**src/rtl/song_play_sequencer.sv**
```systemverilog
// -----------------------------------------------------------------------------
// song_play_sequencer
//
// Chooses the note/octave request sent to the buzzer each cycle. When idle,
// the live keyboard request passes straight through. On a play request the
// block walks an external synchronous song ROM. For each entry it fetches the
// word, sounds the note for (beats * TICKS_PER_BEAT - GAP_TICKS) cycles, and
// then stays silent for GAP_TICKS cycles. Pressing a live key during a song
// overrides the outputs and pauses the song timing.
//
// Ports:
//   clk             system clock
//   rst_n           asynchronous active-low reset
//   play_btn        start request (level; rising edge detected here)
//   stop_btn        abort request (level)
//   live_note       keyboard note, 0 = none, 1..7 = do..ti
//   live_oct_up     live octave-up request
//   live_oct_down   live octave-down request
//   rom_addr        song ROM address
//   rom_data        ROM word, valid the cycle after rom_addr changes:
//                   [7:4] note (0 rest, 1..7 note, 15 end, 8..14 rest)
//                   [3:2] octave (01 up, 10 down, else normal)
//                   [1:0] beats-1
//   note_out        note to buzzer
//   octave_up_out   octave-up to buzzer
//   octave_down_out octave-down to buzzer
//   busy            song in progress
//   song_done       one-cycle pulse when the song ends naturally
// -----------------------------------------------------------------------------
module song_play_sequencer #(
  parameter int TICKS_PER_BEAT = 25000000,
  parameter int GAP_TICKS      = 2500000,
  parameter int ADDR_W         = 6,
  parameter int SONG_LEN       = 32
) (
  input  logic              clk,
  input  logic              rst_n,
  input  logic              play_btn,
  input  logic              stop_btn,
  input  logic [3:0]        live_note,
  input  logic              live_oct_up,
  input  logic              live_oct_down,
  output logic [ADDR_W-1:0] rom_addr,
  input  logic [7:0]        rom_data,
  output logic [3:0]        note_out,
  output logic              octave_up_out,
  output logic              octave_down_out,
  output logic              busy,
  output logic              song_done
);

  localparam int TICK_W = $clog2(TICKS_PER_BEAT + 1);
  localparam logic [TICK_W-1:0] TICK_MAX  = TICK_W'(TICKS_PER_BEAT - 1);
  localparam logic [TICK_W-1:0] GAP_LAST  = TICK_W'(GAP_TICKS);
  localparam logic [ADDR_W-1:0] LAST_ADDR = ADDR_W'(SONG_LEN - 1);

  typedef enum logic [2:0] {
    IDLE,
    FETCH,
    LOAD,
    SOUND,
    GAP,
    DONE
  } state_t;

  state_t              state, state_next;
  logic                play_d;
  logic [ADDR_W-1:0]   addr_next;
  logic [1:0]          beat_cnt, beat_next, beat_dec;
  logic [TICK_W-1:0]   tick_cnt, tick_next, tick_dec;
  logic [3:0]          song_note, song_note_next;
  logic [1:0]          song_oct, song_oct_next;

  logic                play_rise;
  logic                live_active;
  logic                freeze;
  logic                busy_next;
  logic [3:0]          note_next;
  logic                up_next, down_next;

  assign play_rise   = play_btn & ~play_d;
  assign live_active = (live_note != 4'd0);
  // A held live key pauses the song by stopping the duration counters.
  assign freeze      = live_active && ((state == SOUND) || (state == GAP));

  // The beat and tick counters together count down the remaining cycles of
  // the current entry: remaining = beat_cnt * TICKS_PER_BEAT + tick_cnt + 1.
  always_comb begin
    if (tick_cnt == '0) begin
      tick_dec = TICK_MAX;
      beat_dec = beat_cnt - 2'd1;
    end else begin
      tick_dec = tick_cnt - 1'b1;
      beat_dec = beat_cnt;
    end
  end

  // Next-state and sequencing logic.
  always_comb begin
    state_next     = state;
    addr_next      = rom_addr;
    beat_next      = beat_cnt;
    tick_next      = tick_cnt;
    song_note_next = song_note;
    song_oct_next  = song_oct;

    if (stop_btn) begin
      state_next = IDLE;
      addr_next  = '0;
    end else begin
      unique case (state)
        IDLE: begin
          if (play_rise) begin
            addr_next  = '0;
            state_next = FETCH;
          end
        end
        FETCH: state_next = LOAD;
        LOAD: begin
          song_note_next = rom_data[7:4];
          song_oct_next  = rom_data[3:2];
          if (rom_data[7:4] == 4'hF) begin
            state_next = DONE;
          end else begin
            beat_next  = rom_data[1:0];
            tick_next  = TICK_MAX;
            state_next = SOUND;
          end
        end
        SOUND: begin
          if (!freeze) begin
            beat_next = beat_dec;
            tick_next = tick_dec;
            // Exactly GAP_TICKS cycles remain after this one.
            if ((beat_cnt == 2'd0) && (tick_cnt == GAP_LAST)) begin
              state_next = GAP;
            end
          end
        end
        GAP: begin
          if (!freeze) begin
            beat_next = beat_dec;
            tick_next = tick_dec;
            if ((beat_cnt == 2'd0) && (tick_cnt == '0)) begin
              if (rom_addr == LAST_ADDR) begin
                state_next = DONE;
              end else begin
                addr_next  = rom_addr + 1'b1;
                state_next = FETCH;
              end
            end
          end
        end
        DONE: begin
          addr_next  = '0;
          state_next = IDLE;
        end
        default: begin
          addr_next  = '0;
          state_next = IDLE;
        end
      endcase
    end
  end

  // Outputs are computed for the state being entered. This keeps the
  // registered outputs aligned with the state register. They still react
  // to the inputs one cycle later.
  always_comb begin
    busy_next = (state_next == FETCH) || (state_next == LOAD) ||
                (state_next == SOUND) || (state_next == GAP);
    note_next = 4'd0;
    up_next   = 1'b0;
    down_next = 1'b0;
    if ((state_next == IDLE) || (busy_next && live_active)) begin
      note_next = live_note;
      up_next   = live_oct_up & ~live_oct_down;
      down_next = live_oct_down & ~live_oct_up;
    end else if (state_next == SOUND) begin
      // Codes 8..14 are rests; 15 never reaches SOUND.
      note_next = song_note_next[3] ? 4'd0 : song_note_next;
      up_next   = (song_oct_next == 2'b01);
      down_next = (song_oct_next == 2'b10);
    end
  end

  always_ff @(posedge clk or negedge rst_n) begin
    if (!rst_n) begin
      state           <= IDLE;
      play_d          <= 1'b0;
      rom_addr        <= '0;
      beat_cnt        <= '0;
      tick_cnt        <= '0;
      song_note       <= '0;
      song_oct        <= '0;
      note_out        <= '0;
      octave_up_out   <= 1'b0;
      octave_down_out <= 1'b0;
      busy            <= 1'b0;
      song_done       <= 1'b0;
    end else begin
      state           <= state_next;
      play_d          <= play_btn;
      rom_addr        <= addr_next;
      beat_cnt        <= beat_next;
      tick_cnt        <= tick_next;
      song_note       <= song_note_next;
      song_oct        <= song_oct_next;
      note_out        <= note_next;
      octave_up_out   <= up_next;
      octave_down_out <= down_next;
      busy            <= busy_next;
      song_done       <= (state_next == DONE);
    end
  end

endmodule
```
**config.mk**
```make
export PLATFORM = sky130hd
export DESIGN_NAME = song_play_sequencer
export DESIGN_NICKNAME = d
export VERILOG_FILES = /design/src/rtl/song_play_sequencer.sv
export SDC_FILE = /design/constraint.sdc
export NUM_CORES = 1
export LEC_CHECK = 0
export CORE_ASPECT_RATIO = 1.75
export CORE_UTILIZATION = 41
export CTS_BUF_LIST = sky130_fd_sc_hd__clkbuf_4 sky130_fd_sc_hd__clkbuf_8
export DETAILED_ROUTE_END_ITERATION = 7
export HOLD_SLACK_MARGIN = 0.12
export PLACE_DENSITY = 0.71
export RECOVER_POWER = 100
export SKIP_LAST_GASP = 1
export SLEW_MARGIN = 20
export SYNTH_ARGS = -nofsm -noshare
export SYNTH_HDL_FRONTEND = slang
export SYNTH_SLANG_ARGS = --single-unit
```
**constraint.sdc**
```tcl
create_clock -name clk -period 2.2 [get_ports clk]
set_input_delay 0.33 -clock clk [delete_from_list [all_inputs] [get_ports clk]]
set_output_delay 0.33 -clock clk [all_outputs]
set_load 0.05 [all_outputs]
```
Word-level counts from Yosys, hierarchy flattened. Index checks and enable logic that the tools add are counted.

Reductions and logical operators: 20. Multiplexer cells: 34. Equal/unequal tests: 22. Bitwise gates (word level): 7. $add $sub $neg: 3.

Operators with widths (number): two-way mux 25 bit (3); one-hot mux 25 bit (2 select lines) (1); two-way mux 3 bit (10); two-way mux 6 bit (5); equality test 25 x 22 -> 1 bit (second input constant) (1); logical NOT 25 bit (1); subtractor 25 x 1 -> 25 bit (second input constant) (1); one-hot mux 6 bit (3 select lines) (1); one-hot mux 3 bit (5 select lines) (1); equality test 3 x 2 -> 1 bit (second input constant) (4); two-way mux 4 bit (3); two-way mux 2 bit (5); AND reduction 5 bit (2); equality test 3 bit (second input constant) (3); inequality test 3 bit (second input constant) (3); adder 6 x 1 -> 6 bit (second input constant) (1); equality test 3 x 1 -> 1 bit (second input constant) (2); equality test 6 x 5 -> 1 bit (second input constant) (1); logical NOT 3 bit (2); logical OR 1 bit (5); equality test 4 bit (second input constant) (1); logical AND 1 bit (4); two-way mux 1 bit (4); inequality test 2 x 1 -> 1 bit (second input constant) (2); other kinds (14) (20).

Word-level logic and storage cells: 98. Output and inout bits: 14. Register bits after elaboration: 51. Input bits: 18.

Depth between registers and ports, before layout.
Depth in word-level cells: 13. Mapped depth: 8.

Worst setup path before layout. No wires, ideal clock.

Path kind: register to register. From: reg tick_cnt[11]. To: reg beat_cnt[1]. Setup slack: -27 ps. Stages on the path, launching flop included: 8. Arrival: 2099 ps. Library setup time: 127 ps. Cell sequence: dfrtp_1 or4_4 and4bb_4 nand3_2 a211o_1 buf_2 a211oi_1 a21oi_1.

Word-level cells in the longest chain between the ends: 3.

Ends and longest elaborated chain: start: declaration (RTL line 70) `logic [TICK_W-1:0] tick_cnt, tick_next, tick_dec;`; start signal: assignment (RTL line 206) `tick_cnt <= tick_next;`; logical NOT 25 bit (RTL line 89) `if (tick_cnt == '0) begin`; inequality test 2 x 1 -> 1 bit (no line); AND reduction 5 bit (no line); end signal: assignment (RTL line 205) `beat_cnt <= beat_next;`; end: declaration (RTL line 69) `logic [1:0] beat_cnt, beat_next, beat_dec;`.

Every way passes these cells. A chain may end at the register's enable or synchronous reset.

Worst setup path after layout.
From: reg tick_cnt[15]. To: reg octave_up_out.

Word-level cells in the longest chain between the ends: 13.

Ends and longest elaborated chain: equality test 25 x 22 -> 1 bit or logical NOT 25 bit (tied branches) (RTL line 135, 144); logical AND 1 bit (on tied branches) (RTL line 135, 144); two-way mux 3 bit (on tied branches) (RTL line 135, 144); two-way mux 3 bit (on tied branches) (RTL line 131, 141); one-hot mux 3 bit (5 select lines) (*) (RTL line 111) `unique case (state)`; two-way mux 3 bit (*) (RTL line 107) `if (stop_btn) begin`; equality test 3 x 1 -> 1 bit or equality test 3 x 2 -> 1 bit (tied branches) (RTL line 170) `busy_next = (state_next == FETCH) || (state_next == LOAD) ||`; logical OR 1 bit (2 in series) (RTL line 170); logical OR 1 bit (RTL line 171) `(state_next == SOUND) || (state_next == GAP);`; logical AND 1 bit (RTL line 175) `if ((state_next == IDLE) || (busy_next && live_active)) begin`; logical OR 1 bit (RTL line 175); two-way mux 1 bit (*) (RTL line 175); named net up_next (RTL line 79) `logic up_next, down_next;`; end signal: assignment (RTL line 210) `octave_up_out <= up_next;`; end: declaration (RTL line 46) `output logic octave_up_out,`.

The timed path passes the listed nets; every way through them passes the cells marked *.

==> results.cfg <==
[routing]
wl_per_cell_um = 16.7
dr.pass1.iters = 4
ant_nets = 0
vias = 2650
drc = 0
drt_wl_total_um = 7920
drt_iter0_drc = 104
drt-vias-per-instance = 5.59

[run_status]
status = finished, violations left
violations = setup timing

[sta]
final_max_slew_viol_count = 0
hold_slack_ps = 452
layout_setup_ws_ps = -106
max_slew_margin = 0.151
fin_crit_sh = 1.05
rsz0062_at_grt = yes
finalHoldViolations = 0
fmax_ghz = 0.434
skew_ps = 11.5
min_period_ps = 2310
setup-tns-final_ps = -768
worstMarginPinSlew_ps = 1270
setup_viol = 13

[cts]
cts.sinks = 51
clock_path_buffers = 2
path_clk_slew_ps = 100
cts_tree = yes
clk_latency_ps = 320
cts-root-buf = clkbuf_8
cts_buffers = 5
htreeDepth = 2

[placement]
io_buffers = 31
dp_hpwl_um = 5890
dpl_cell_area_um2 = 3660
place_ws_ps = -563
gp_congestion = 1.04

[global_route]
grt_overflow = 0
grt_max_degree = 30
grt_pass1_wl_um = 12900
antenna_found_initial = 0
grt_pass1_vias = 2807
grt_usage = 0.229

[floorplan]
die_area_um2 = 7390
ios = 32
die_w_um = 65.4
initial_core_util = 0.421
rows = 40
core_um2 = 6860
chipHeight_um = 113

[critical_path]
cp_top_family = simple AND/OR/NAND/NOR gates
crit_buf_inv = 1
reg2reg_slack_ps = -110
cp_slowest_stage_delay_ps = 560
cp_slowest_cell = or4_4
crit_type = reg2reg
path_cells = or4_4 > and4bb_4 > a41oi_2 > a221o_1 > buf_6 > a31oi_4 > o31ai_1
worstPathArrival_ps = 2510
worst_setup_path_end_kind = flip-flop
worstSetupStartpointType = flip-flop
critPathRequiredTime_ps = 2410
cp_max_fo = 4

[flow_run]
cap_violations = 0

[finish]
syn_to_final_growth_pct = 37.6
nNetsFinal = 411
layout-drive-gt1-share = 0.272
multi_input_area_um2 = 1670
regArea_um2 = 1280
final_core_util = 0.579
antenna_cells = 0
final_cell_area_um2 = 3970
final_common_cell = buf_4
layout_common_cells = 55 x buf_4, 51 x dfrtp_1, 28 x nor2_1, 26 x nand2_1, 23 x xnor2_1
fillCellCount = 593

[power_and_ir_drop]
power.leakage_nw = 1.57
p_per_area_nw_per_um2 = 617
vdd_drop_max_uv = 440

[synth]
postSynthAreaPerCell_um2 = 9.52
ys_seq_area_frac = 0.443
yosysWarnings = 0
synth_flop_cell = dfrtp_1
synth_top_area_share = 0.443
ys_seq_elements = 51
yosys-top-cells-area = dfrtp_1 44%, xnor2_1 7.0%, nor2_1 3.6%
netlist_area_um2 = 2880
synth_edf_count = 0
synth_cell_types = 55
synth_largest_area_cell = dfrtp_1
syn_inst = 303
synthArstFlopShare = 1.00
synthesis.nets = 325

[min_path]
worstHoldPathType = in2reg
==> per-layer routing <==
metal	vias to the layer above	track usage	wire length, um
met3	33	0.0363	205
met4	0	0.138	393
li1	1269	-	-
met2	65	0.432	4510
met1	1283	0.222	2810
met5	-	0	0
==> tightest hold or removal path: stages <==
cell and delay, ps:
dlygate4sd2_1 280, inv_1 70, o2bb2ai_1 60
==> where the power goes <==
part           internal [mW]  leakage, nW  switching [mW]
Combinational          0.312        0.919           0.372
Clock                  0.228       0.0443           0.330
Sequential              1.09        0.605           0.119
Total                   1.63         1.57           0.821
==> path summary, 6_finish.rpt <==
path | start | endpoint | cells past startpoint
worst min register to register | song_note[0] | song_note[0] | 1
worst max register to register | tick_cnt[15] | octave_up_out | 7
worst max-delay path | tick_cnt[15] | octave_up_out | 7
min in group asynchronous | rst_n | tick_cnt[21] | 2
max in group asynchronous | rst_n | tick_cnt[24] | 3
worst min-delay path | live_note[0] | note_out[0] | 3
==> cell usage after synthesis (all sizes together) (2+ instances only) <==
library cell	n
or3	8
nor2	28
inv	15
a41oi	2
a211oi	4
dfrtp	51
mux2i	2
nor4b	5
a21oi	10
or2	3
and3	2
mux2	6
o41ai	2
buf	4
nand2	28
o211ai	2
o2bb2ai	5
or4	4
and4	2
nor4	15
nor3	15
a31oi	2
a32o	3
o21ai	6
nand4	5
xnor2	23
o41a	2
ha	4
a211o	2
nor2b	5
nand3b	2
clkbuf	9
nand2b	5
nand3	12
==> logic make-up (layout without fill, tap and decap cells) <==
logic type	count (synthesis)	after routing	synth area share
mux	8	8	0.0304
simple gates	144	144	0.278
compound gates	45	45	0.123
buf+inv	28	115	0.0390
xor+xnor	23	23	0.0698
flops	51	51	0.443
fa+ha+maj	4	4	0.0174
==> area by class of cell <==
type | instances | share of cell area
clock buffers | 5 | 0.0173
clock inverters | 3 | 0.00631
flip-flops and latches | 51 | 0.322
repair buffers | 92 | 0.193
well taps | 84 | 0.0265
inverters | 15 | 0.0142
multi-input cells | 224 | 0.421
==> flip-flops by register name, indices dropped and copies added (netlist names) <==
signal           count
note_out             4
song_done            1
octave_down_out      1
rom_addr             6
tick_cnt            25
busy                 1
song_note            4
beat_cnt             2
song_oct             2
play_d               1
octave_up_out        1
state                3
==> what timing repair did <==
| item | 4_1_cts | 5_1_grt |
|---|---|---|
| resized for setup | 18 | 17 |
| endpoints found under the hold margin | 22 | 0 |
| hold buffers | 1 | 0 |
| setup endpoints to repair | 17 | 33 |
| buffers inserted | 5 | 1 |
| pin swaps | 16 | 9 |
==> per-stage QoR <==
step,cells,power (mW)
2_1_floorplan,303,1.57
3_3_place_gp,459,1.85
3_5_place_dp,459,1.86
4_1_cts,473,2.45
5_1_grt,474,2.58
6_report,474,2.45
(Power assumes the default switching activity.)
